==> config.mk <==
export PLATFORM = sky130hd
export DESIGN_NAME = alu_issue_stage
export DESIGN_NICKNAME = d
export VERILOG_FILES = /design/src/rtl/rv32_pkg.sv /design/src/rtl/rv32_imm_gen.sv /design/src/rtl/alu_issue_stage.sv
export SDC_FILE = /design/constraint.sdc
export NUM_CORES = 1
export LEC_CHECK = 0
export ABC_AREA = 0
export ABC_CLOCK_PERIOD_IN_PS = 4900
export BUFFER_PORTS_ARGS = -buffer_cell sky130_fd_sc_hd__buf_2
export CORE_ASPECT_RATIO = 2
export CORE_MARGIN = 5
export CORE_UTILIZATION = 50
export DETAILED_ROUTE_END_ITERATION = 8
export HOLD_SLACK_MARGIN = 0.03
export PLACE_DENSITY = 0.86
export SLEW_MARGIN = 20
export SYNTH_ARGS = -nofsm -noshare
export SYNTH_HDL_FRONTEND = slang
export SYNTH_SLANG_ARGS = --single-unit
==> constraint.sdc <==
create_clock -name clk -period 4.9 [get_ports clk]
set_input_delay 0.49 -clock clk [delete_from_list [all_inputs] [get_ports clk]]
set_output_delay 0.49 -clock clk [all_outputs]
set_load 0.02 [all_outputs]
==> src/rtl/rv32_pkg.sv <==
// Shared RV32I constants for the issue stage: ALU codes, opcodes,
// branch funct3 values and the immediate format selector.
package rv32_pkg;

    localparam logic [3:0] ALU_ADD    = 4'b0000;
    localparam logic [3:0] ALU_SUB    = 4'b0001;
    localparam logic [3:0] ALU_PASS_B = 4'b0011;
    localparam logic [3:0] ALU_OR     = 4'b0100;
    localparam logic [3:0] ALU_AND    = 4'b0101;
    localparam logic [3:0] ALU_XOR    = 4'b0111;
    localparam logic [3:0] ALU_SRL    = 4'b1000;
    localparam logic [3:0] ALU_SLL    = 4'b1001;
    localparam logic [3:0] ALU_SRA    = 4'b1010;
    localparam logic [3:0] ALU_SLT    = 4'b1101;
    localparam logic [3:0] ALU_SLTU   = 4'b1111;

    localparam logic [6:0] OPC_OP     = 7'b0110011;
    localparam logic [6:0] OPC_OPIMM  = 7'b0010011;
    localparam logic [6:0] OPC_LUI    = 7'b0110111;
    localparam logic [6:0] OPC_AUIPC  = 7'b0010111;
    localparam logic [6:0] OPC_LOAD   = 7'b0000011;
    localparam logic [6:0] OPC_STORE  = 7'b0100011;
    localparam logic [6:0] OPC_JAL    = 7'b1101111;
    localparam logic [6:0] OPC_JALR   = 7'b1100111;
    localparam logic [6:0] OPC_BRANCH = 7'b1100011;

    localparam logic [2:0] F3_BEQ  = 3'b000;
    localparam logic [2:0] F3_BNE  = 3'b001;
    localparam logic [2:0] F3_BLT  = 3'b100;
    localparam logic [2:0] F3_BGE  = 3'b101;
    localparam logic [2:0] F3_BLTU = 3'b110;
    localparam logic [2:0] F3_BGEU = 3'b111;

    typedef enum logic [2:0] {
        IMM_I,
        IMM_S,
        IMM_B,
        IMM_U,
        IMM_J
    } imm_type_e;

    // alt selects SUB/SRA in the funct3 slots that have an alternate op
    function automatic logic [3:0] alu_fn(input logic [2:0] f3, input logic alt);
        logic [3:0] fn;
        case (f3)
            3'b000:  fn = alt ? ALU_SUB : ALU_ADD;
            3'b001:  fn = ALU_SLL;
            3'b010:  fn = ALU_SLT;
            3'b011:  fn = ALU_SLTU;
            3'b100:  fn = ALU_XOR;
            3'b101:  fn = alt ? ALU_SRA : ALU_SRL;
            3'b110:  fn = ALU_OR;
            default: fn = ALU_AND;
        endcase
        return fn;
    endfunction

endpackage

==> src/rtl/rv32_imm_gen.sv <==
// Combinational immediate extraction for the RV32I I/S/B/U/J formats.
module rv32_imm_gen
    import rv32_pkg::*;
(
    input  logic [31:0] instr,
    input  imm_type_e   sel,
    output logic [31:0] imm
);

    always_comb begin
        imm = '0;
        case (sel)
            IMM_I: imm = {{20{instr[31]}}, instr[31:20]};
            IMM_S: imm = {{20{instr[31]}}, instr[31:25], instr[11:7]};
            IMM_B: imm = {{19{instr[31]}}, instr[31], instr[7],
                          instr[30:25], instr[11:8], 1'b0};
            IMM_U: imm = {instr[31:12], 12'b0};
            IMM_J: imm = {{11{instr[31]}}, instr[31], instr[19:12],
                          instr[20], instr[30:21], 1'b0};
            default: imm = '0;
        endcase
    end

endmodule

==> src/rtl/alu_issue_stage.sv <==
// Decode-to-execute issue stage: decodes ALU operands into the ID/EX
// register and resolves conditional branches from the returned ALU flags.
module alu_issue_stage
    import rv32_pkg::*;
#(
    parameter int          XLEN            = 32,
    parameter logic [31:0] RESET_PC_TARGET = 32'h0
) (
    input  logic            clk,
    input  logic            rst,
    input  logic            in_valid,
    output logic            in_ready,
    input  logic [XLEN-1:0] instr,
    input  logic [XLEN-1:0] pc,
    input  logic [XLEN-1:0] rs1_data,
    input  logic [XLEN-1:0] rs2_data,
    input  logic            ex_stall,
    input  logic            flush,
    output logic            ex_valid,
    output logic [XLEN-1:0] ex_a,
    output logic [XLEN-1:0] ex_b,
    output logic [4:0]      ex_shamt,
    output logic [3:0]      ex_alufn,
    output logic            ex_illegal,
    input  logic            alu_cf,
    input  logic            alu_zf,
    input  logic            alu_vf,
    input  logic            alu_sf,
    output logic            br_redirect,
    output logic [XLEN-1:0] br_target
);

    logic [6:0]  opc;
    logic [2:0]  f3;
    logic [6:0]  f7;
    imm_type_e   imm_sel;
    logic [31:0] imm;

    logic        ill_d, br_d;
    logic [3:0]  fn_d;
    logic [31:0] a_d, b_d, tgt_d;
    logic [4:0]  shamt_d;

    logic        ex_valid_q, ill_q, br_q, redirect_q;
    logic [3:0]  fn_q;
    logic [31:0] a_q, b_q, tgt_q, br_target_q;
    logic [4:0]  shamt_q;
    logic [2:0]  f3_q;

    logic accept, cond, taken;

    assign opc = instr[6:0];
    assign f3  = instr[14:12];
    assign f7  = instr[31:25];

    rv32_imm_gen u_imm (
        .instr(instr),
        .sel  (imm_sel),
        .imm  (imm)
    );

    always_comb begin
        imm_sel = IMM_I;
        ill_d   = 1'b0;
        br_d    = 1'b0;
        fn_d    = ALU_ADD;
        a_d     = '0;
        b_d     = '0;
        unique case (1'b1)
            opc == OPC_OP: begin
                a_d = rs1_data;
                b_d = rs2_data;
                if (f7 == 7'b0000000)
                    fn_d = alu_fn(f3, 1'b0);
                else if (f7 == 7'b0100000 && (f3 == 3'b000 || f3 == 3'b101))
                    fn_d = alu_fn(f3, 1'b1);
                else
                    ill_d = 1'b1;
            end
            opc == OPC_OPIMM: begin
                a_d = rs1_data;
                b_d = imm;
                if (f3 == 3'b001)
                    ill_d = (f7 != 7'b0);
                else if (f3 == 3'b101)
                    ill_d = ({f7[6], f7[4:0]} != 6'b0);
                fn_d = alu_fn(f3, f3 == 3'b101 && instr[30]);
            end
            opc == OPC_LUI: begin
                imm_sel = IMM_U;
                fn_d    = ALU_PASS_B;
                b_d     = imm;
            end
            opc == OPC_AUIPC: begin
                imm_sel = IMM_U;
                a_d     = pc;
                b_d     = imm;
            end
            opc == OPC_LOAD: begin
                a_d = rs1_data;
                b_d = imm;
            end
            opc == OPC_STORE: begin
                imm_sel = IMM_S;
                a_d     = rs1_data;
                b_d     = imm;
            end
            opc == OPC_JAL || opc == OPC_JALR: begin
                imm_sel = IMM_J;
                a_d     = pc;
                b_d     = 32'd4;
            end
            opc == OPC_BRANCH: begin
                imm_sel = IMM_B;
                fn_d    = ALU_SUB;
                a_d     = rs1_data;
                b_d     = rs2_data;
                br_d    = 1'b1;
                ill_d   = (f3 == 3'b010 || f3 == 3'b011);
            end
            default: ill_d = 1'b1;
        endcase
        // Unsupported encodings issue as a harmless zero ADD
        if (ill_d) begin
            fn_d = ALU_ADD;
            a_d  = '0;
            b_d  = '0;
            br_d = 1'b0;
        end
        shamt_d = ill_d ? 5'd0 : instr[24:20];
        tgt_d   = pc + imm;
    end

    always_comb begin
        cond = 1'b0;
        case (f3_q)
            F3_BEQ:  cond = alu_zf;
            F3_BNE:  cond = ~alu_zf;
            F3_BLT:  cond = alu_sf ^ alu_vf;
            F3_BGE:  cond = ~(alu_sf ^ alu_vf);
            F3_BLTU: cond = ~alu_cf;
            F3_BGEU: cond = alu_cf;
            default: cond = 1'b0;
        endcase
    end

    assign in_ready = ~ex_valid_q | ~ex_stall;
    assign accept   = in_valid & in_ready;
    assign taken    = ex_valid_q & br_q & ~ex_stall & ~flush & cond;

    always_ff @(posedge clk) begin
        if (rst) begin
            ex_valid_q  <= 1'b0;
            a_q         <= '0;
            b_q         <= '0;
            shamt_q     <= '0;
            fn_q        <= ALU_ADD;
            ill_q       <= 1'b0;
            br_q        <= 1'b0;
            f3_q        <= '0;
            tgt_q       <= '0;
            redirect_q  <= 1'b0;
            br_target_q <= RESET_PC_TARGET;
        end else if (flush) begin
            ex_valid_q <= 1'b0;
            redirect_q <= 1'b0;
        end else begin
            redirect_q <= taken;
            if (taken)
                br_target_q <= tgt_q;
            if (!(ex_valid_q && ex_stall)) begin
                // A taken branch kills the wrong-path instruction
                ex_valid_q <= accept & ~taken;
                if (accept && !taken) begin
                    a_q     <= a_d;
                    b_q     <= b_d;
                    shamt_q <= shamt_d;
                    fn_q    <= fn_d;
                    ill_q   <= ill_d;
                    br_q    <= br_d;
                    f3_q    <= f3;
                    tgt_q   <= tgt_d;
                end
            end
        end
    end

    assign ex_valid    = ex_valid_q;
    assign ex_a        = a_q;
    assign ex_b        = b_q;
    assign ex_shamt    = shamt_q;
    assign ex_alufn    = fn_q;
    assign ex_illegal  = ill_q;
    assign br_redirect = redirect_q;
    assign br_target   = br_target_q;

endmodule

==> out/results.ini, run 1 <==
[routing]
vias = 8467
drt_first_pass_iters = 6
drtAntennaViolNets = 0
wirelength_um = 27150
drc = 0
routed_via_density = 5.975
wire_per_inst_um = 19.16
first_iter_violations = 591

[layout]
fin_nets = 1368
utilization_pct = 62.58
fillers = 1413
area_growth_pct = 23.91
final_cell_area_um2 = 9772
drive_gt1_share_pct = 25.58

[floorplan]
die_h_um = 187.6
dieWidth_um = 98.81
num_rows = 65
ios = 246
dieArea_um2 = 18540
core-area_um2 = 15620
initial_core_util_pct = 50.50

[worst_setup_path]
cp.required_ps = 5270
worstSetupPathType = in -> reg
cp_max_fo = 8
arrival_ps = 4510
start_kind = input pin
crit_path_end_kind = register

[cts]
numCtsBuffers = 17
post_cts_resized = 0
clk_latency_ps = 430
clock_path_buffers = 2
cts_root_buffer = clkbuf_16
cts_tree = built
numClockSinks = 144
ctsHtreeMaxLevel = 4
path_clk_slew_ps = 70
hold_buffers = 0
cts_setup_buffers = 0

[synth]
synth_warnings = 0
synth_top_area_cell = dfxtp_1
ys_types = 65
synth-edff-count = 0
netlist_area_um2 = 7886
synth_top_area_share_pct = 36.55
synth_seq_cells = 144
ys_top_cells_by_area = dfxtp_1 (37%), a21oi_1 (7.9%), nor2_1 (5.8%), nand2_1 (5.3%), a22oi_1 (5.2%)
syn_avg_cell_area_um2 = 7.886
synth_cells = 1000
ys.flop_type = dfxtp_1
synth_nets = 1169
yosysSeqAreaShare_pct = 36.55
async_flop_share_pct = 0

[timing]
hold_violations = 0
rsz0062_at_grt = no
clock-skew-final_ps = 8.515
setup-violations-final = 0
fmax_mhz = 241.9
period_needed_ps = 4134
tightestPinTransition_ps = 965.5
drv_slew = 0
relSlewSlack_pct = 35.63
final.setup.tns_ps = 0
fin_crit_sh_pct = 84.36

[hold_path]
min_path_type = in -> reg

[power]
p_int_mw = 2.109
pwr-share-seq_pct = 40.3
power_leakage_nw = 4.401
cellPowerDensity_nw_per_um2 = 306.5
p_total_mw = 2.995
clkPwrFrac_pct = 43.4
combPwrFrac_pct = 16.3
sw_frac_of_total_pct = 29.58
netSwitchingPower_mw = 0.8858
peakVddDrop_mv = 0.2588

[place]
dpl_cell_area_um2 = 9170
place_congestion = 0.9980
portBuffers = 245
place_hpwl_um = 20660

[grt]
overflow = 0
gr-usage-all-layers_pct = 28.29
grt_pass1_wl_um = 42180
grt_pass1_vias = 8152
grt_max_degree = 82
grt_antenna_before_repair = 2

[run]
maxCapViolCount = 0

[status]
status = finished clean

-- critical path, stage by stage --
cell,delay [ps]
buf_2,130
or3_1,530
nor2_1,450
nand3_1,150
o21ai_0,170
ha_1,270
inv_1,70
fa_1,390
nor2b_2,160
o311a_1,210
o22a_1,200
a21o_1,190
a21oi_4,110
o31ai_2,340
a31oi_1,150
or4_1,410
nand3_1,80
-- metal layers --
layer	GRT usage (%)	vias to the layer above	part of all wire (%)
met5	0	-	0.041
met4	11.57	2	3.5
met3	7.669	65	11
met2	45.21	506	46
met1	35.80	3897	40
li1	-	3997	-
-- synthesized netlist by cell type, types with 6 or more instances --
cell / number
a22oi_1: 55
a211oi_1: 9
and2_1: 8
dfxtp_1: 144
inv_1: 10
nor3_1: 67
a22o_1: 7
o21ai_0: 30
ha_1: 31
a21o_1: 22
xnor2_1: 16
mux2i_1: 34
xor2_1: 12
nor2_1: 122
nand3_1: 25
nor2b_1: 6
a21oi_1: 124
o21a_1: 8
nand2_1: 112
clkbuf_1: 48
buf_1: 7
buf_2: 17
-- power by group through the flow --
| stage | sequential [mW] | combinational (mW) | clock, mW |
|---|---|---|---|
| 2_1_floorplan | 1.23 | 0.315 | 0 |
| 3_3_place_gp | 1.23 | 0.465 | 0 |
| 3_5_place_dp | 1.23 | 0.474 | 0 |
| 4_1_cts | 1.21 | 0.477 | 1.31 |
| 5_1_grt | 1.21 | 0.529 | 1.36 |
| 6_report | 1.21 | 0.488 | 1.30 |
-- placed cells by master (no fill, tap or decap), types with 9 or more instances in the layout --
cell type  instances
a211oi_1           9
a21o_1            22
a21oi_1          123
a22oi_1           55
buf_2            244
buf_4             10
clkbuf_16         17
dfxtp_1          144
ha_1              31
inv_1             10
mux2i_1           34
nand2_1          112
nand3_1           24
nor2_1           122
nor3_1            66
o21ai_0           30
xnor2_1           16
xor2_1            12
-- per-stage QoR --
stage               worst slack (ps)  instances  hold slack [ps]
floorplan                       1133       1000            431.2
global placement               647.1       1381            435.2
detailed placement             462.2       1381            441.6
CTS                            898.9       1413            256.6
global route                   606.0       1414            270.1
finish                         766.4       1417            268.7
-- path summary, 6_finish.rpt --
path / startpoint / endpoint / slack [ps] / cells after the start
worst max-delay path: instr[2] / tgt_q[24] / 770 / 17
worst max register to register: f3_q[2] / ex_a[19] / 1680 / 10
worst min-delay path: flush / br_redirect / 270 / 2
worst min register to register: ex_shamt[3] / ex_shamt[3] / 450 / 2
-- registers in the layout, indices dropped and copies added, names as in the netlist --
name	cells
br_q	1
ex_a	32
br_redirect	1
ex_alufn	4
ex_illegal	1
ex_valid	1
ex_shamt	5
ex_b	32
tgt_q	32
br_target	32
f3_q	3
-- logic make-up (layout without fill, tap and decap cells) --
kind of cell / count (synthesis) / after routing / synth area share (%)
xor gates and xnor gates: 28 / 28 / 3.110
other: 0 / 4 / 0
muxes: 34 / 34 / 4.315
adders and majority gates: 32 / 32 / 5.172
AOI/OAI and AO/OA: 301 / 301 / 24.94
DFF: 144 / 144 / 36.55
and+or+nand+nor: 377 / 377 / 21.55
buffers and inverters: 84 / 296 / 4.363
-- area by class of cell --
| class | instances | area, µm² | share of cell area [%] |
|---|---|---|---|
| Antenna cell | 4 | 10.01 | 0.1024 |
| Clock buffer | 18 | 439.2 | 4.494 |
| Tap cell | 201 | 251.5 | 2.574 |
| Clock inverter | 14 | 146.4 | 1.498 |
| Multi-Input combinational cell | 772 | 4708 | 48.18 |
| Sequential cell | 144 | 2883 | 29.50 |
| Inverter | 10 | 37.54 | 0.3841 |
| Timing Repair Buffer | 254 | 1296 | 13.27 |
Power figures use the tool's default switching activity.
==> run 2, diff against run 1 <==
--- a/config.mk
+++ b/config.mk
@@ -6,7 +6,7 @@
 export NUM_CORES = 1
 export LEC_CHECK = 0
 export ABC_AREA = 0
-export ABC_CLOCK_PERIOD_IN_PS = 4900
+export ABC_CLOCK_PERIOD_IN_PS = 4010
 export BUFFER_PORTS_ARGS = -buffer_cell sky130_fd_sc_hd__buf_2
 export CORE_ASPECT_RATIO = 2
 export CORE_MARGIN = 5
==> constraint.sdc (replaced) <==
create_clock -name clk -period 4.01 [get_ports clk]
set_input_delay 0.401 -clock clk [delete_from_list [all_inputs] [get_ports clk]]
set_output_delay 0.401 -clock clk [all_outputs]
set_load 0.02 [all_outputs]
==> run 2 against run 1 <==
Non-clock buffer count up 18. Setup slack worse by 310 ps. Total power up 24%. Largest power group unchanged. Largest cell class unchanged. Highest routed layer is now met4.
==> out/results.ini, run 2 (synthesis gave the netlist of run 1 again) <==
[worst_setup_path]
cp.required_ps = 4380  ; -890 ps
crit_top_cell = or4_1
worstSetupPathType = in -> reg
cp-endpoint = tgt_q[28]
crit_path_end_kind = register
critPathLaunch = instr[4]
slowest_stage = or4_1
worstReg2RegEnd = tgt_q[4]
slowest_delay_ps = 550  ; +20 ps
start_kind = input pin
regToRegSetupSlack_ps = 1460  ; -220 ps
crit_chain = buf_2 > nor2b_1 > and3_1 > nor2_1 > buf_4 > nand2_1 > o21ai_0 > ha_1 > o21ai_1 > nand2b_1 > nand3_2 > or4_1 > o21ai_2 > a31oi_1 > or4_1 > nand3_1
cp_max_fo = 8  ; unchanged
r2r-start = f3_q[2]
arrival_ps = 3920  ; -590 ps
r2r_cells = 9  ; -1

[hold_path]
min_path_type = in -> reg
min_from = flush

[grt]
grt_pass1_vias = 7926  ; -2.8%
gr-usage-all-layers_pct = 28.48  ; +0.19 points
overflow = 0  ; unchanged
grt_pass1_wl_um = 42460  ; +0.65%
grt_max_degree = 77  ; -6.1%
grt_antenna_before_repair = 0  ; -2

[place]
dpl_cell_area_um2 = 9330  ; +1.7%
portBuffers = 245  ; unchanged
place_hpwl_um = 20620  ; -0.19%
dp_cells = 1399  ; +1.3%
place_ws_ps = 66.17  ; -396.0 ps
place_congestion = 0.9890  ; -0.90%

[run]
maxCapViolCount = 0  ; unchanged

[cts]
hold_buffers = 0  ; unchanged
clock_path_buffers = 2  ; unchanged
post_cts_resized = 0  ; unchanged
cts_root_buffer = clkbuf_16
cts_tree = built
ctsHtreeMaxLevel = 4  ; unchanged
numCtsBuffers = 17  ; unchanged
clk_latency_ps = 430  ; about the same
path_clk_slew_ps = 70  ; about the same
cts_setup_buffers = 0  ; unchanged
numClockSinks = 144  ; unchanged

[routing]
routed_via_density = 5.936  ; -0.66%
wire_per_inst_um = 19.06  ; -0.54%
vias = 8500  ; +0.39%
wirelength_um = 27290  ; +0.51%
first_iter_violations = 666  ; +13%
drt_first_pass_iters = 5  ; -1
drc = 0  ; unchanged
drtAntennaViolNets = 0  ; unchanged

[layout]
final_cell_area_um2 = 9935  ; +1.7%
drive_gt1_share_pct = 26.67  ; +1.1 points
fillers = 1390  ; -1.6%
layout_commonest_cell = buf_2
layout_common_cells = buf_2 (244), dfxtp_1 (144), a21oi_1 (123)
stdcell_count = 1432  ; +1.1%
area_growth_pct = 25.97
fin_nets = 1386  ; +1.3%

[power]
peakVddDrop_mv = 0.2965  ; +15%
cellPowerDensity_nw_per_um2 = 374.4  ; +22%
power_leakage_nw = 4.508  ; +2.4%

[timing]
rsz0062_at_grt = no
fin_crit_sh_pct = 88.68
relSlewSlack_pct = 39.34  ; +3.7 points
clock-skew-final_ps = 7.847  ; -0.6678 ps
holdWs_ps = 194.3  ; -74.40 ps
worst_slack_ps = 453.9  ; -312.5 ps
tightestPinTransition_ps = 909.9  ; -55.63 ps
drv_slew = 0  ; unchanged
period_needed_ps = 3556
final.setup.tns_ps = 0  ; unchanged
fmax_mhz = 281.2
setup-violations-final = 0  ; unchanged
hold_violations = 0  ; unchanged

[floorplan]
initial_core_util_pct = 50.50  ; unchanged
dieWidth_um = 98.81  ; unchanged
num_rows = 65  ; unchanged
core-area_um2 = 15620  ; unchanged
ios = 246  ; unchanged
dieArea_um2 = 18540  ; unchanged
die_h_um = 187.6  ; unchanged

[status]
status = finished clean

==> run 2: cell count changes in the layout (fill, tap and decap cells not counted), sizes merged <==
cell	delta
buf	+18
diode	-3
bufinv	+1
clkinvlp	-2
inv	-1
clkbuf	-1
clkinv	+3
==> run 2: worst max-delay path: cells and delay by family <==
family | cells | cell delay [ps]
simple gates | 9 | 2060
fa+ha+maj | 1 | 420
compound gates | 4 | 700
buf+inv | 2 | 330
==> run 2: worst min-delay path by stage <==
stage / endpoint / slack [ps] / cells past startpoint
6_report: ex_valid / 190 / 2
3_3_place_gp: ex_shamt[4] / 430 / 2
2_1_floorplan: tgt_q[15] / 430 / 2
5_1_grt: br_redirect / 190 / 2
4_1_cts: ex_valid / 170 / 2
3_5_place_dp: ex_shamt[4] / 440 / 2
==> run 2: report_power, final <==
part	internal [mW]	switching, mW	leakage [nW]
clock	0.939	0.692	0.295
combinational	0.238	0.375	3.05
sequential	1.46	0.0168	1.16
==> run 2: layout make-up <==
class	instances	area [µm²]	area share [%]
flip-flops and latches	144	2883	29.02
multi-input cells	772	4702	47.33
repair buffers	272	1456	14.66
diodes	1	2.502	0.02519
well taps	201	251.5	2.531
inverters	10	37.54	0.3778
clock buffers	17	425.4	4.282
clock inverters	15	176.4	1.776
==> run 2: per-stage QoR <==
step	util [%]	total power, mW
after global placement	59.75	2.095
final	63.62	3.720
after floorplan	-	1.889
after CTS	63.61	3.734
after detailed placement	59.75	2.104
after global routing	63.61	3.855
==> run 2: routing by layer <==
layer  routed length (µm)  part of all wire [%]  GRT usage (%)  vias up
li1                     -                     -              -     4044
met1                10800                    40          36.61     3862
met2                12710                    47          45.57      538
met3                 3040                    11          7.707       56
met4                  737                   2.7          10.26        0
met5                    0                     0              0        -
==> run 3, diff against run 2 <==
--- a/config.mk
+++ b/config.mk
@@ -9,7 +9,7 @@
 export ABC_CLOCK_PERIOD_IN_PS = 4010
 export BUFFER_PORTS_ARGS = -buffer_cell sky130_fd_sc_hd__buf_2
 export CORE_ASPECT_RATIO = 2
-export CORE_MARGIN = 5
+export CORE_MARGIN = 3
 export CORE_UTILIZATION = 50
 export DETAILED_ROUTE_END_ITERATION = 8
 export HOLD_SLACK_MARGIN = 0.03
==> run 3 against run 2 <==
Combinational power increased by 1%. Cell count is essentially flat. Total power fell by 1.8%. Critical endpoint is now tgt_q[17]. Final area is 0.28% lower. Clock-buffer cell count stayed put. Worst hold slack worse by 16 ps. Via count is 0.76% higher. Global-route usage is 2.3 points higher. Maximum frequency fell by 1.4%. Clock power is 5% lower.
==> out/results.ini, run 3 (synthesis gave the netlist of run 1 again) <==
[power]
pwr-share-seq_pct = 40.4  ; +0.7 points
netSwitchingPower_mw = 1.083  ; about the same
cellPowerDensity_nw_per_um2 = 368.6  ; -1.5%
combPwrFrac_pct = 17.0  ; +0.5 points
p_total_mw = 3.652  ; -1.8%
p_int_mw = 2.569  ; -2.5%
sw_frac_of_total_pct = 29.66  ; +0.52 points
power_leakage_nw = 4.488  ; -0.45%
clkPwrFrac_pct = 42.6  ; -1.2 points
peakVddDrop_mv = 0.3073  ; +3.7%

[cts]
cts_root_buffer = clkbuf_16
hold_buffers = 0  ; unchanged
post_cts_resized = 0  ; unchanged
path_clk_slew_ps = 70  ; about the same
cts_setup_buffers = 0  ; unchanged
clock_path_buffers = 2  ; unchanged
ctsHtreeMaxLevel = 4  ; unchanged
clk_latency_ps = 430  ; about the same
numCtsBuffers = 17  ; unchanged
cts_tree = built
numClockSinks = 144  ; unchanged

[floorplan]
core-area_um2 = 15370  ; -1.5%
ios = 246  ; unchanged
dieArea_um2 = 17410  ; -6.1%
initial_core_util_pct = 51.29  ; +0.79 points
dieWidth_um = 94.81  ; -4.0%
num_rows = 64  ; -1.5%
die_h_um = 183.6  ; -2.1%

[routing]
first_iter_violations = 645  ; -3.2%
drtAntennaViolNets = 0  ; unchanged
wire_per_inst_um = 19.09  ; +0.20%
wirelength_um = 27360  ; +0.27%
drc = 0  ; unchanged
drt_first_pass_iters = 7  ; +2
routed_via_density = 5.977  ; +0.69%
vias = 8565  ; +0.76%

[timing]
final.setup.tns_ps = 0  ; unchanged
drv_slew = 0  ; unchanged
fmax_mhz = 277.2  ; -1.4%
clock-skew-final_ps = 12.12  ; +4.277 ps
period_needed_ps = 3608  ; +52.02 ps
tightestPinTransition_ps = 1073  ; +163.0 ps
rsz0062_at_grt = no
worst_slack_ps = 401.9  ; -52.02 ps
setup-violations-final = 0  ; unchanged
fin_crit_sh_pct = 89.98  ; +1.3 points
relSlewSlack_pct = 28.48  ; -11 points
hold_violations = 0  ; unchanged

[layout]
final_cell_area_um2 = 9907  ; -0.28%
layout_commonest_cell = buf_2
drive_gt1_share_pct = 26.79  ; +0.12 points
fillers = 1402  ; +0.86%
area_growth_pct = 25.62
layout_common_cells = buf_2 (244), dfxtp_1 (144), a21oi_1 (123)
fin_nets = 1389  ; +0.22%

[grt]
grt_max_degree = 111  ; +44%
grt_antenna_before_repair = 3  ; +3
overflow = 0  ; unchanged
grt_pass1_wl_um = 41320  ; -2.7%
grt_pass1_vias = 7966  ; +0.50%
gr-usage-all-layers_pct = 30.77  ; +2.3 points

[place]
place_hpwl_um = 20810  ; +0.95%
portBuffers = 245  ; unchanged
place_ws_ps = 65.09  ; -1.076 ps
dpl_cell_area_um2 = 9328  ; about the same
place_congestion = 1.000  ; +1.2%

[worst_setup_path]
worstSetupPathType = in -> reg
cp_max_fo = 8  ; unchanged
cp.required_ps = 4350  ; -30 ps
crit_path_end_kind = register
start_kind = input pin
arrival_ps = 3950  ; +30 ps

[run]
maxCapViolCount = 0  ; unchanged

[status]
status = finished clean

[hold_path]
min_path_type = in -> reg

==> run 3: cell types whose count changed in the layout (fill, tap and decap cells not counted), sizes merged <==
cell	previous run	this run
bufinv	2	1
buf	272	275
clkinv	5	2
diode	1	3
clkinvlp	1	4
==> run 3: worst paths after layout <==
check | start | to | slack, ps | depth (start not counted)
setup / recovery | instr[2] | tgt_q[17] | 400 | 18
hold / removal | flush | ex_valid | 180 | 2
setup reg to reg | f3_q[2] | tgt_q[17] | 1140 | 9
hold reg to reg | ex_shamt[2] | ex_shamt[2] | 450 | 2
==> run 3: layout make-up <==
cell class / instances / area, µm² / share of cell area (%)
antenna: 3 / 7.507 / 0.07578
clock buffer: 17 / 425.4 / 4.294
clock inverter: 14 / 146.4 / 1.478
inverter: 10 / 37.54 / 0.3789
multi-input combinational: 772 / 4702 / 47.46
sequential: 144 / 2883 / 29.10
tap: 198 / 247.7 / 2.501
timing repair buffer: 275 / 1458 / 14.71
==> run 3: critical path: stages <==
cell,delay (ps)
buf_2,130
or3_1,480
nor3_2,200
buf_4,190
nor2_1,50
a21oi_1,250
inv_1,80
ha_1,310
a211oi_2,260
o21a_1,190
o211ai_2,120
buf_4,170
o21ai_0,200
a21boi_0,210
o21a_1,240
o21ai_0,150
nand3b_1,110
a21oi_1,190
==> run 3: metrics by stage <==
step / utilization [%] / hold slack [ps] / std cells
after global placement: 60.60 / 435.6 / 1398
after floorplan: - / 431.2 / 1000
after global routing: 64.42 / 179.3 / 1432
after detailed placement: 60.67 / 440.2 / 1399
final: 64.44 / 178.3 / 1433
after CTS: 64.39 / 160.9 / 1430
==> run 3: metal layers <==
metal / GRT usage [%] / share of wire (%) / routed length [µm]
met1: 35.36 / 37 / 10030
met2: 50.17 / 48 / 13140
met3: 6.186 / 7.9 / 2157
met4: 21.46 / 7.4 / 2017
met5: 0 / 0.048 / 13
==> run 3: power groups by stage <==
stage | Combinational (mW) | Sequential, mW | Clock, mW
finish | 0.621 | 1.48 | 1.55
global route | 0.670 | 1.48 | 1.64
CTS | 0.609 | 1.48 | 1.58
detailed placement | 0.604 | 1.51 | 0
global placement | 0.597 | 1.51 | 0
floorplan | 0.385 | 1.50 | 0
